<file path="src/rtl/qsn_shift_sched_pc5.sv">
// Round-robin two-requester scheduler for the Pc=5 QSN barrel shifter: grants one shift
// request per cycle and registers its left/right/merge select words. Optional macro: QSN_SCHED_INV_SHIFT_EN.
module qsn_shift_sched_pc5 #(
    parameter int PERMUTATION_LENGTH = 5,
    parameter int SHIFT_W            = 3,
    parameter int TAG_W              = 4,
    parameter int CNT_W              = 16
) (
    input  logic               sys_clk,
    input  logic               rst,
    input  logic               flush,
    input  logic               req0_valid,
    output logic               req0_ready,
    input  logic [SHIFT_W-1:0] req0_shift,
    input  logic [TAG_W-1:0]   req0_tag,
`ifdef QSN_SCHED_INV_SHIFT_EN
    input  logic               req0_inv,
    input  logic               req1_inv,
`endif
    input  logic               req1_valid,
    output logic               req1_ready,
    input  logic [SHIFT_W-1:0] req1_shift,
    input  logic [TAG_W-1:0]   req1_tag,
    output logic               qsn_valid,
    input  logic               qsn_ready,
    output logic [2:0]         left_sel,
    output logic [2:0]         right_sel,
    output logic [3:0]         merge_sel,
    output logic [TAG_W-1:0]   qsn_tag,
    output logic               qsn_src,
    output logic [CNT_W-1:0]   issued_cnt,
    output logic               err_shift_oor
);

    // Handshakes: a transfer happens on a cycle where valid and ready are both high at the
    // clock edge; reqN_ready is the combinational grant and never depends on qsn_ready alone.
    logic               rr_ptr;
    logic               can_accept;
    logic               grant_en;
    logic               gnt0;
    logic               gnt1;
    logic               any_gnt;
    logic [SHIFT_W-1:0] raw_shift;
    logic [2:0]         red_shift;
    logic [2:0]         iss_shift;
    logic               oor;
    logic [2:0]         nxt_left;
    logic [2:0]         nxt_right;
    logic [3:0]         nxt_merge;

    assign can_accept = !qsn_valid || qsn_ready;
    assign grant_en   = can_accept && !flush;
    assign gnt0       = grant_en && req0_valid && (!req1_valid || !rr_ptr);
    assign gnt1       = grant_en && req1_valid && (!req0_valid || rr_ptr);
    assign any_gnt    = gnt0 || gnt1;
    assign req0_ready = gnt0;
    assign req1_ready = gnt1;

    assign raw_shift = gnt1 ? req1_shift : req0_shift;
    assign oor       = (raw_shift >= SHIFT_W'(PERMUTATION_LENGTH));
    assign red_shift = oor ? 3'(raw_shift - SHIFT_W'(PERMUTATION_LENGTH)) : 3'(raw_shift);

`ifdef QSN_SCHED_INV_SHIFT_EN
    logic sel_inv;
    assign sel_inv   = gnt1 ? req1_inv : req0_inv;
    assign iss_shift = (sel_inv && red_shift != 3'd0) ? 3'd5 - red_shift : red_shift;
`else
    assign iss_shift = red_shift;
`endif

    // Merge mask keeps the low (5-s) lanes from the right shifter.
    always_comb begin
        nxt_left  = 3'd0;
        nxt_right = 3'd0;
        nxt_merge = 4'b0000;
        case (iss_shift)
            3'd1: begin nxt_left = 3'd1; nxt_right = 3'd4; nxt_merge = 4'b1111; end
            3'd2: begin nxt_left = 3'd2; nxt_right = 3'd3; nxt_merge = 4'b0111; end
            3'd3: begin nxt_left = 3'd3; nxt_right = 3'd2; nxt_merge = 4'b0011; end
            3'd4: begin nxt_left = 3'd4; nxt_right = 3'd1; nxt_merge = 4'b0001; end
            default: ;
        endcase
    end

    always_ff @(posedge sys_clk) begin
        if (rst) begin
            qsn_valid     <= 1'b0;
            left_sel      <= 3'd0;
            right_sel     <= 3'd0;
            merge_sel     <= 4'd0;
            qsn_tag       <= '0;
            qsn_src       <= 1'b0;
            rr_ptr        <= 1'b0;
            issued_cnt    <= '0;
            err_shift_oor <= 1'b0;
        end else begin
            if (flush) begin
                qsn_valid <= 1'b0;
            end else if (any_gnt) begin
                qsn_valid <= 1'b1;
                left_sel  <= nxt_left;
                right_sel <= nxt_right;
                merge_sel <= nxt_merge;
                qsn_tag   <= gnt1 ? req1_tag : req0_tag;
                qsn_src   <= gnt1;
            end else if (qsn_ready) begin
                qsn_valid <= 1'b0;
            end

            if (any_gnt) begin
                rr_ptr <= gnt0;
            end

            // A beat discarded by flush never reaches the QSN, so it is not counted.
            if (qsn_valid && qsn_ready && !flush && issued_cnt != {CNT_W{1'b1}}) begin
                issued_cnt <= issued_cnt + 1'b1;
            end

            if (any_gnt && oor) begin
                err_shift_oor <= 1'b1;
            end
        end
    end

endmodule

</file>
<file path="config.mk">
export PLATFORM = sky130hd
export DESIGN_NAME = qsn_shift_sched_pc5
export DESIGN_NICKNAME = d
export VERILOG_FILES = /design/src/rtl/qsn_shift_sched_pc5.sv
export SDC_FILE = /design/constraint.sdc
export NUM_CORES = 1
export LEC_CHECK = 0
export CORE_MARGIN = 1
export CORE_UTILIZATION = 25
export CTS_CLUSTER_DIAMETER = 200
export DETAILED_ROUTE_END_ITERATION = 6
export GPL_ROUTABILITY_DRIVEN = 0
export PLACE_DENSITY_LB_ADDON = 0.15
export REMOVE_ABC_BUFFERS = 1
export SLEW_MARGIN = 30
export SYNTH_ARGS = -nofsm -noshare
export SYNTH_HDL_FRONTEND = slang
export SYNTH_SLANG_ARGS = --single-unit
export TNS_END_PERCENT = 1
</file>
<file path="constraint.sdc">
create_clock -name sys_clk -period 2.2 [get_ports sys_clk]
set_clock_uncertainty 0.05 [all_clocks]
set_input_delay 0.22 -clock sys_clk [delete_from_list [all_inputs] [get_ports sys_clk]]
set_output_delay 0.22 -clock sys_clk [all_outputs]
set_load 0.005 [all_outputs]
</file>
=== After elaboration in Yosys (flattened, before gate mapping) ===
Index checks and enable logic that the tools add are counted.

* Register bits: 34
* Bits of input ports: 20
* Output and inout bits: 35
* Logic and storage cells: 47

* $add $sub $neg: 2
* Magnitude comparators: 1
* Equal/unequal tests: 5
* Mux-type cells: 8
* Bitwise operators: 1
* Reductions and logical operators: 21

{| class="wikitable"
|+ Operators by type and width
! kind !! count
|-
| 3-bit one-hot mux with 4 select lines || 2
|-
| 16-bit by 1-bit adder with 16-bit output (second input constant) || 1
|-
| 16-bit inequality test (second input constant) || 1
|-
| 4-bit one-hot mux with 4 select lines || 1
|-
| 1-bit logical AND || 9
|-
| 3-bit by 2-bit == test with 1-bit output (second input constant) || 2
|-
| 3-bit 2-to-1 mux || 2
|-
| 1-bit zero test || 5
|-
| 1-bit logical OR || 4
|-
| 4-bit 2-to-1 mux || 1
|-
| 3-bit by 1-bit == test with 1-bit output (second input constant) || 1
|-
| 3-bit == test (second input constant) || 1
|-
| 3-bit greater-or-equal comparator (second input constant) || 1
|-
| 3-bit subtractor (second input constant) || 1
|-
| 1-bit 2-to-1 mux || 2
|-
| 2-bit AND reduction || 1
|-
| 2-bit nonzero test || 1
|-
| 2-bit OR reduction || 1
|-
| 1-bit inverter || 1
|}

=== Longest topological paths before layout ===
Gate-level depths: netlist of run 1.

* Word-level depth: 10
* Mapped depth: 7

=== Worst setup path after synthesis of run 1 ===
Ideal clock, no wire load.

* Kind: register -> register
* Start point: register issued_cnt[0]
* End point: register issued_cnt[9]
* Library setup time: 0.128 ns
* Arrival time: 1.423 ns
* Required time: 2.022 ns
* Path slack: 0.599 ns
* Cell stages (with the launch flop): 8
* Buffers on the path: 1
* Period minus slack after synthesis: 1.601 ns
* Path through: dfxtp_1 ha_1 and3_1 nand3_1 buf_2 o2111ai_1 xor2_1 nor2_1

* Cells in the longest elaborated chain, start to end: 2
* Elaborated cells on any way between the ends: 3

{| class="wikitable"
|+ RTL lines
! what !! line !! text
|-
| start, declared || 31 || <nowiki>output logic [CNT_W-1:0] issued_cnt,</nowiki>
|-
| start signal, assigned || 116 || <nowiki>issued_cnt <= issued_cnt + 1'b1;</nowiki>
|-
| parallel branches: the longest is 2 deep, another holds 16-bit by 1-bit adder with 16-bit output || - ||
|}

Parallel ways; which one is timed is not known.
A chain may end at the register's enable or synchronous reset.

=== Final worst setup path of run 1 ===
* Start point: input qsn_ready
* End point: output req1_ready

* Cells in the longest elaborated chain, start to end: 4

{| class="wikitable"
|+ RTL lines
! what !! line !! text
|-
| start, declared || 25 || <nowiki>input logic qsn_ready,</nowiki>
|-
| 1-bit logical OR || 51 || <nowiki>assign can_accept = !qsn_valid || qsn_ready;</nowiki>
|-
| 1-bit logical AND || 52 || <nowiki>assign grant_en = can_accept && !flush;</nowiki>
|-
| 1-bit logical AND (2 in series) || 54 || <nowiki>assign gnt1 = grant_en && req1_valid && (!req0_valid || rr_ptr);</nowiki>
|-
| end, declared || 21 || <nowiki>output logic req1_ready,</nowiki>
|}

Every way passes these cells.

==> insert_results.sql, run 1 <==
INSERT INTO impl_metrics (metric_group, metric, value, unit) VALUES
('outcome', 'outcome', 'finished, final reports clean', ''),
('grt', 'grt_overflow_total', '0', ''),
('route', 'drtIter0Drc', '20', ''),
('synthesis', 'per_instance_average_area_after_synthesis', '8.30', 'µm²'),
('synthesis', 'synth_top_area_cell', 'sky130_fd_sc_hd__dfxtp_1', ''),
('route', 'drc_violations_left', '0', ''),
('die', 'ioPinCount', '55', ''),
('power', 'int_power', '1.05', 'mW'),
('timing', 'min_period', '2.07', 'ns'),
('synthesis', 'synth.top_cells.by_area', 'sky130_fd_sc_hd__dfxtp_1, sky130_fd_sc_hd__xor2_1, sky130_fd_sc_hd__nor2_1', ''),
('cts', 'cts.root.buffer_cell', 'sky130_fd_sc_hd__clkbuf_8', ''),
('place', 'buffer_ports.inserted', '54', ''),
('place', 'pre_cts_setup_slack', '0.0976', 'ns'),
('worst_hold_path', 'timing.hold.worst_path_depth', '2', ''),
('route', 'post_drt_wl_per_cell', '11.8', 'µm'),
('synthesis', 'synth_top_area_share', '0.384', ''),
('synthesis', 'mapped_area', '0.00167', 'mm²'),
('grt', 'global_route.usage.total', '0.116', ''),
('grt', 'vias_in_the_first_global_route', '1365', ''),
('timing', 'timing.final.ws_setup', '0.129', 'ns'),
('route', 'highest_layer', 'met4', ''),
('grt', 'antenna_found_initial', '0', ''),
('route', 'first_pass_iters', '4', ''),
('route', 'via_count', '1535', ''),
('cts', 'numCtsBuffers', '5', ''),
('grt', 'grt_pass1_wl', '6530', 'µm'),
('cts', 'tritoncts', 'built', ''),
('route', 'wirelength', '3940', 'µm'),
('power', 'power.ir.vdd_worst', '0.252', 'mV'),
('cells_and_area', 'antenna_cells', '0', ''),
('synthesis', 'synth-edff-count', '0', ''),
('power', 'seqPwrFrac', '0.447', ''),
('power', 'power-per-cell-area', '570', 'mW/mm²'),
('cells_and_area', 'final_cell_area', '0.00241', 'mm²'),
('timing', 'max_slew_margin', '0.731', ''),
('cts', 'cts_max_level', '2', ''),
('timing', 'max_freq', '0.483', 'GHz'),
('synthesis', 'seq_area_frac_synth', '0.384', ''),
('synthesis', 'share_of_flip_flops_with_an_asynchronous_set_or_reset', '0', ''),
('cts', 'clock_network_latency_to_the_later_pin_of_the_worst_skew_pair', '0.28', 'ns'),
('worst_setup_path', 'setup_slack_of_the_most_critical_reg_to_reg_path', '0.28', 'ns'),
('die', 'die-area', '0.00701', 'mm²'),
('place', 'dp.final_hpwl', '2820', 'µm'),
('worst_setup_path', 'critical_path_arrival', '1.80', 'ns'),
('synthesis', 'postSynth.topFlopCell', 'sky130_fd_sc_hd__dfxtp_1', ''),
('timing', 'timing_worst_slew_pin_value', '0.400', 'ns'),
('worst_setup_path', 'count_of_cells_along_the_worst_register_to_register_path', '7', ''),
('route', 'postRouteAntennaNets', '0', ''),
('timing', 'final_max_slew_viol_count', '0', ''),
('die', 'die_y', '83.7', 'µm'),
('synthesis', 'synthesis.yosys.warnings', '0', ''),
('power', 'p_switching', '319', 'µW'),
('die', 'row_count', '29', ''),
('cells_and_area', 'most-common-layout-cells', 'sky130_fd_sc_hd__clkdlybuf4s50_1, sky130_fd_sc_hd__dfxtp_1, sky130_fd_sc_hd__nor2_1, sky130_fd_sc_hd__nand2_1, sky130_fd_sc_hd__xor2_1', ''),
('die', 'chipWidth', '83.7', 'µm'),
('cts', 'clock_pin_transition_on_the_worst_setup_and_hold_timing_paths', '0.07', 'ns'),
('worst_setup_path', 'timing.setup.critical_path_class', 'in2out', ''),
('power', 'power.share.combinational', '0.146', ''),
('timing', 'unrepaired_setup_endpoints_after_global_routing', 'false', ''),
('cells_and_area', 'utilization', '0.377', ''),
('die', 'floorplan.initialDensity', '0.261', ''),
('cts', 'cts_setup_buffers', '0', ''),
('cells_and_area', 'final_net_count', '277', ''),
('grt', 'grt_max_degree', '33', ''),
('cells_and_area', 'commonest_non_fill_non_tap_cell_in_the_layout', 'sky130_fd_sc_hd__clkdlybuf4s50_1', ''),
('worst_hold_path', 'hp-class', 'reg2reg', ''),
('job', 'max_cap_viol_count', '0', ''),
('synthesis', 'syn_inst', '201', ''),
('route', 'drt-vias-per-instance', '4.60', ''),
('cells_and_area', 'fillers', '679', ''),
('place', 'standard_cell_area_after_detailed_placement', '0.00229', 'mm²');
[per-layer routing]
metal	track usage	vias up
met2	0.175	48
met1	0.155	675
met4	0.0370	0
met5	0	-
met3	0.0396	5
li1	-	807
[cells by family after synthesis]
group / count (synthesis) / share of synthesized area
mux: 9 / 0.0555
compound gates: 42 / 0.164
fa+ha+maj: 1 / 0.00750
buf+inv: 17 / 0.0472
flops: 32 / 0.384
xor+xnor: 17 / 0.0892
simple gates: 83 / 0.253
[worst max-delay path: stages]
cell	delay, ns
sky130_fd_sc_hd__clkdlybuf4s50_1	0.53
sky130_fd_sc_hd__nand2b_4	0.17
sky130_fd_sc_hd__nand4_1	0.12
sky130_fd_sc_hd__buf_4	0.21
sky130_fd_sc_hd__inv_2	0.06
sky130_fd_sc_hd__clkdlybuf4s50_1	0.49
[power groups by stage]
| stage | registers [mW] | logic, mW | clock network (mW) |
|---|---|---|---|
| CTS | 0.613 | 0.203 | 0.583 |
| finish | 0.613 | 0.200 | 0.558 |
| global placement | 0.626 | 0.202 | 0 |
| floorplan | 0.627 | 0.0765 | 0 |
| global route | 0.615 | 0.221 | 0.607 |
| detailed placement | 0.626 | 0.202 | 0 |
[cell type report]
| class | instances | area [µm²] | share of cell area |
|---|---|---|---|
| clock buffers | 6 | 72.6 | 0.0302 |
| inverters | 5 | 18.8 | 0.00780 |
| flip-flops and latches | 32 | 641 | 0.266 |
| well taps | 77 | 96.3 | 0.0400 |
| clock inverters | 2 | 35.0 | 0.0146 |
| repair buffers | 60 | 586 | 0.243 |
| multi-input cells | 152 | 957 | 0.398 |
[worst paths after layout]
check,startpoint,end
max reg2reg,issued_cnt[0]$_SDFFE_PP0P_,issued_cnt[1]$_SDFFE_PP0P_
max,qsn_ready,req1_ready
min,left_sel[0]$_SDFFE_PP0P_,left_sel[0]$_SDFFE_PP0P_
min reg2reg,left_sel[0]$_SDFFE_PP0P_,left_sel[0]$_SDFFE_PP0P_
[state kept, by name, indices dropped and copies added, names as in the netlist]
| name | cells |
|---|---|
| right_sel | 2 |
| qsn_src | 1 |
| issued_cnt | 16 |
| qsn_valid | 1 |
| qsn_tag | 4 |
| err_shift_oor | 1 |
| left_sel | 3 |
| merge_sel | 3 |
| rr_ptr | 1 |
[cells in the mapped netlist (2+ instances only)]
cell type and number:
sky130_fd_sc_hd__xor2_1 14, sky130_fd_sc_hd__and4_1 2, sky130_fd_sc_hd__or3_1 2, sky130_fd_sc_hd__nand4_1 3, sky130_fd_sc_hd__o311ai_0 2, sky130_fd_sc_hd__mux2_2 2, sky130_fd_sc_hd__a31oi_1 2, sky130_fd_sc_hd__nor3_1 4
sky130_fd_sc_hd__xnor2_1 3, sky130_fd_sc_hd__mux2i_1 7, sky130_fd_sc_hd__clkbuf_1 5, sky130_fd_sc_hd__buf_4 3, sky130_fd_sc_hd__nand2_1 19, sky130_fd_sc_hd__nand3_1 5, sky130_fd_sc_hd__nor2_1 31, sky130_fd_sc_hd__a21oi_1 12
sky130_fd_sc_hd__nor2b_1 3, sky130_fd_sc_hd__buf_2 3, sky130_fd_sc_hd__nand2b_1 4, sky130_fd_sc_hd__o21ai_1 5, sky130_fd_sc_hd__and2_1 2, sky130_fd_sc_hd__o21ai_0 3, sky130_fd_sc_hd__and3_1 3, sky130_fd_sc_hd__o211ai_1 6
sky130_fd_sc_hd__inv_1 4, sky130_fd_sc_hd__dfxtp_1 32, sky130_fd_sc_hd__a211oi_1 6
Power figures use the tool's default switching activity.
==> run 2: changes to the inputs <==
--- a/config.mk
+++ b/config.mk
@@ -5,6 +5,7 @@
 export SDC_FILE = /design/constraint.sdc
 export NUM_CORES = 1
 export LEC_CHECK = 0
+export CAP_MARGIN = 0
 export CORE_MARGIN = 1
 export CORE_UTILIZATION = 25
 export CTS_CLUSTER_DIAMETER = 200
==> results of run 2 <==
Final layout, timing and power as in run 1 (identical DEF).
==> run 3: changes to the inputs <==
--- a/config.mk
+++ b/config.mk
@@ -13,6 +13,7 @@
 export GPL_ROUTABILITY_DRIVEN = 0
 export PLACE_DENSITY_LB_ADDON = 0.15
 export REMOVE_ABC_BUFFERS = 1
+export SKIP_CTS_REPAIR_TIMING = 1
 export SLEW_MARGIN = 30
 export SYNTH_ARGS = -nofsm -noshare
 export SYNTH_HDL_FRONTEND = slang
==> constraint.sdc (replaced) <==
create_clock -name sys_clk -period 2.5 [get_ports sys_clk]
set_clock_uncertainty 0.05 [all_clocks]
set_input_delay 0.25 -clock sys_clk [delete_from_list [all_inputs] [get_ports sys_clk]]
set_output_delay 0.25 -clock sys_clk [all_outputs]
set_load 0.005 [all_outputs]
==> insert_results.sql, run 3 (synthesis results as in run 1) <==
INSERT INTO impl_metrics (metric_group, metric, value, unit) VALUES
('power', 'power.ir.vdd_worst', '0.226', 'mV'),
('cells_and_area', 'multi_input_area', '950', 'µm²'),
('worst_setup_path', 'worst_setup_path_end_kind', 'output port', ''),
('cells_and_area', 'reg_top3', 'issued_cnt (16), qsn_tag (4)', ''),
('route', 'postRouteAntennaNets', '0', ''),
('worst_setup_path', 'critical_path.startpoint_type', 'primary input', ''),
('grt', 'global_route.usage.total', '0.114', ''),
('grt', 'grt_use_met1', '0.137', ''),
('worst_setup_path', 'timing.critical_path.max_delay_family', 'buffers and inverters', ''),
('cts', 'clock_pin_transition_on_the_worst_setup_and_hold_timing_paths', '0.07', 'ns'),
('cells_and_area', 'most-common-layout-cells', 'sky130_fd_sc_hd__clkdlybuf4s50_1, sky130_fd_sc_hd__dfxtp_1, sky130_fd_sc_hd__nor2_1, sky130_fd_sc_hd__nand2_1, sky130_fd_sc_hd__xor2_1', ''),
('timing', 'post-route-period-util', '0.880', ''),
('grt', 'antenna_found_initial', '0', ''),
('cts', 'clock_path_buffers', '2', ''),
('grt', 'grt_use_met3', '0.0326', ''),
('grt', 'grt_pass1_wl', '6460', 'µm'),
('timing', 'final_hold_viol_count', '0', ''),
('route', 'post_drt_wl_per_cell', '11.8', 'µm'),
('worst_setup_path', 'critical_path_arrival', '1.90', 'ns'),
('timing', 'setup_viol', '0', ''),
('power', 'total_power_consumption', '1.13', 'mW'),
('grt', 'vias_in_the_first_global_route', '1428', ''),
('place', 'pre_cts_setup_slack', '0.298', 'ns'),
('worst_setup_path', 'cp_num_buf_inv', '3', ''),
('worst_setup_path', 'crit_fanout', '7', ''),
('grt', 'groute.layer.met2.usage', '0.192', ''),
('outcome', 'outcome', 'finished, final reports clean', ''),
('worst_hold_path', 'timing.hold.worst.start', 'merge_sel[1]$_SDFFE_PP0P_', ''),
('route', 'drc_violations_left', '0', ''),
('cells_and_area', 'antenna_cells', '0', ''),
('worst_setup_path', 'cp_data_required_time', '2.20', 'ns'),
('die', 'core', '0.00639', 'mm²'),
('worst_setup_path', 'critical-path-slowest-cell', 'sky130_fd_sc_hd__clkdlybuf4s50_1', ''),
('timing', 'max_freq', '0.455', 'GHz'),
('power', 'power-per-cell-area', '476', 'mW/mm²'),
('timing', 'final.setup.tns', '0', 'ns'),
('worst_setup_path', 'critical_path.cell_chain', 'clkdlybuf4s50_1 > nand2b_1 > nand4_1 > inv_2 > clkdlybuf4s50_1', ''),
('timing', 'min_period', '2.20', 'ns'),
('die', 'floorplan.initialDensity', '0.261', ''),
('cells_and_area', 'fillers', '700', ''),
('cells_and_area', 'seq_area', '641', 'µm²'),
('timing', 'final_max_slew_viol_count', '0', ''),
('worst_setup_path', 'cpPeakStageDelay', '0.52', 'ns'),
('timing', 'hold_slack', '0.404', 'ns'),
('cells_and_area', 'max_flop_register', 'issued_cnt', ''),
('cts', 'cts_max_level', '2', ''),
('route', 'drtIter0Drc', '38', ''),
('cells_and_area', 'final_net_count', '277', ''),
('die', 'ioPinCount', '55', ''),
('cts', 'cts.root.buffer_cell', 'sky130_fd_sc_hd__clkbuf_8', ''),
('die', 'die_y', '83.7', 'µm'),
('cts', 'tritoncts', 'built', ''),
('cts', 'cts.sinks', '32', ''),
('job', 'max_cap_viol_count', '0', ''),
('worst_hold_path', 'hp-class', 'reg2reg', ''),
('worst_setup_path', 'timing.rr.start', 'issued_cnt[0]$_SDFFE_PP0P_', ''),
('cells_and_area', 'area.growth.synth_to_final', '42.8', '%'),
('grt', 'gr-max-usage-layer', 'met2', ''),
('worst_setup_path', 'timing.critical_path.from', 'qsn_ready', ''),
('place', 'buffer_ports.inserted', '54', ''),
('cells_and_area', 'commonest_non_fill_non_tap_cell_in_the_layout', 'sky130_fd_sc_hd__clkdlybuf4s50_1', ''),
('die', 'die-area', '0.00701', 'mm²'),
('timing', 'timing_worst_slew_pin_value', '0.705', 'ns'),
('route', 'wirelength', '3940', 'µm'),
('cells_and_area', 'largest_reg_flops', '16', ''),
('die', 'chipWidth', '83.7', 'µm'),
('die', 'row_count', '29', ''),
('route', 'via_count', '1577', ''),
('worst_setup_path', 'critical_path.most_common_cell', 'sky130_fd_sc_hd__clkdlybuf4s50_1', ''),
('grt', 'grt_overflow_total', '0', ''),
('timing', 'max_slew_margin', '0.528', ''),
('route', 'drt-vias-per-instance', '4.72', ''),
('power', 'cellLeakagePower', '0.888', 'nW'),
('timing', 'timing.final.ws_setup', '0.300', 'ns'),
('cells_and_area', 'post_route_cells_drive_above_1_share', '0.0895', ''),
('worst_setup_path', 'timing.setup.critical_path_class', 'in2out', ''),
('cells_and_area', 'utilization', '0.373', ''),
('cts', 'clock_network_latency_to_the_later_pin_of_the_worst_skew_pair', '0.28', 'ns'),
('grt', 'grt_max_degree', '33', ''),
('timing', 'unrepaired_setup_endpoints_after_global_routing', 'false', ''),
('cts', 'numCtsBuffers', '5', ''),
('route', 'first_pass_iters', '4', ''),
('place', 'dp.final_hpwl', '2840', 'µm');
==> run 3: cell count changes in the layout (fill, tap and decap cells not counted) <==
cell,delta
sky130_fd_sc_hd__bufinv_16,-1
sky130_fd_sc_hd__nand2b_1,+1
sky130_fd_sc_hd__clkinv_2,+1
sky130_fd_sc_hd__clkbuf_8,+1
sky130_fd_sc_hd__clkbuf_1,-1
sky130_fd_sc_hd__nand2b_4,-1
==> run 3: final timing paths <==
check                               end  slack [ns]  cells after the start
max                          req1_ready        0.30                      5
max reg2reg  issued_cnt[9]$_SDFFE_PP0P_        0.63                      7
min reg2reg   merge_sel[1]$_SDFFE_PP0P_        0.40                      2
min           merge_sel[1]$_SDFFE_PP0P_        0.40                      2
==> run 3: worst reg2reg max path, delay by kind of cell, from the launching register on <==
family          cells  cell delay (ns)
buf+inv             1             0.24
compound gates      1             0.20
fa+ha+maj           1             0.24
xor+xnor            1             0.16
simple gates        3             0.46
flops               1             0.40
==> run 3: layout make-up <==
cell class | instances | area share
Sequential cell | 32 | 0.269
Timing Repair Buffer | 60 | 0.246
Multi-Input combinational cell | 152 | 0.398
Tap cell | 77 | 0.0404
Clock buffer | 6 | 0.0346
Clock inverter | 2 | 0.00420
Inverter | 5 | 0.00787
==> run 3: power by group <==
part / total, mW / switching, mW / leakage, nW / internal, mW
clock: 0.420 / 0.200 / 0.0510 / 0.220
combinational: 0.175 / 0.0747 / 0.576 / 0.101
sequential: 0.538 / 0.0103 / 0.260 / 0.528
==> run 3: routing by layer <==
| layer | part of all wire | wire (µm) |
|---|---|---|
| met1 | 0.47 | 1840 |
| met2 | 0.47 | 1840 |
| met3 | 0.059 | 231 |
| met4 | 0.0063 | 25 |
| met5 | 0 | 0 |
==> run 3: through the flow <==
stage,cell area [µm²],cells
final,2380,334
after global routing,2380,334
after CTS,2380,334
after detailed placement,2290,326
after global placement,2290,326
after floorplan,1610,189
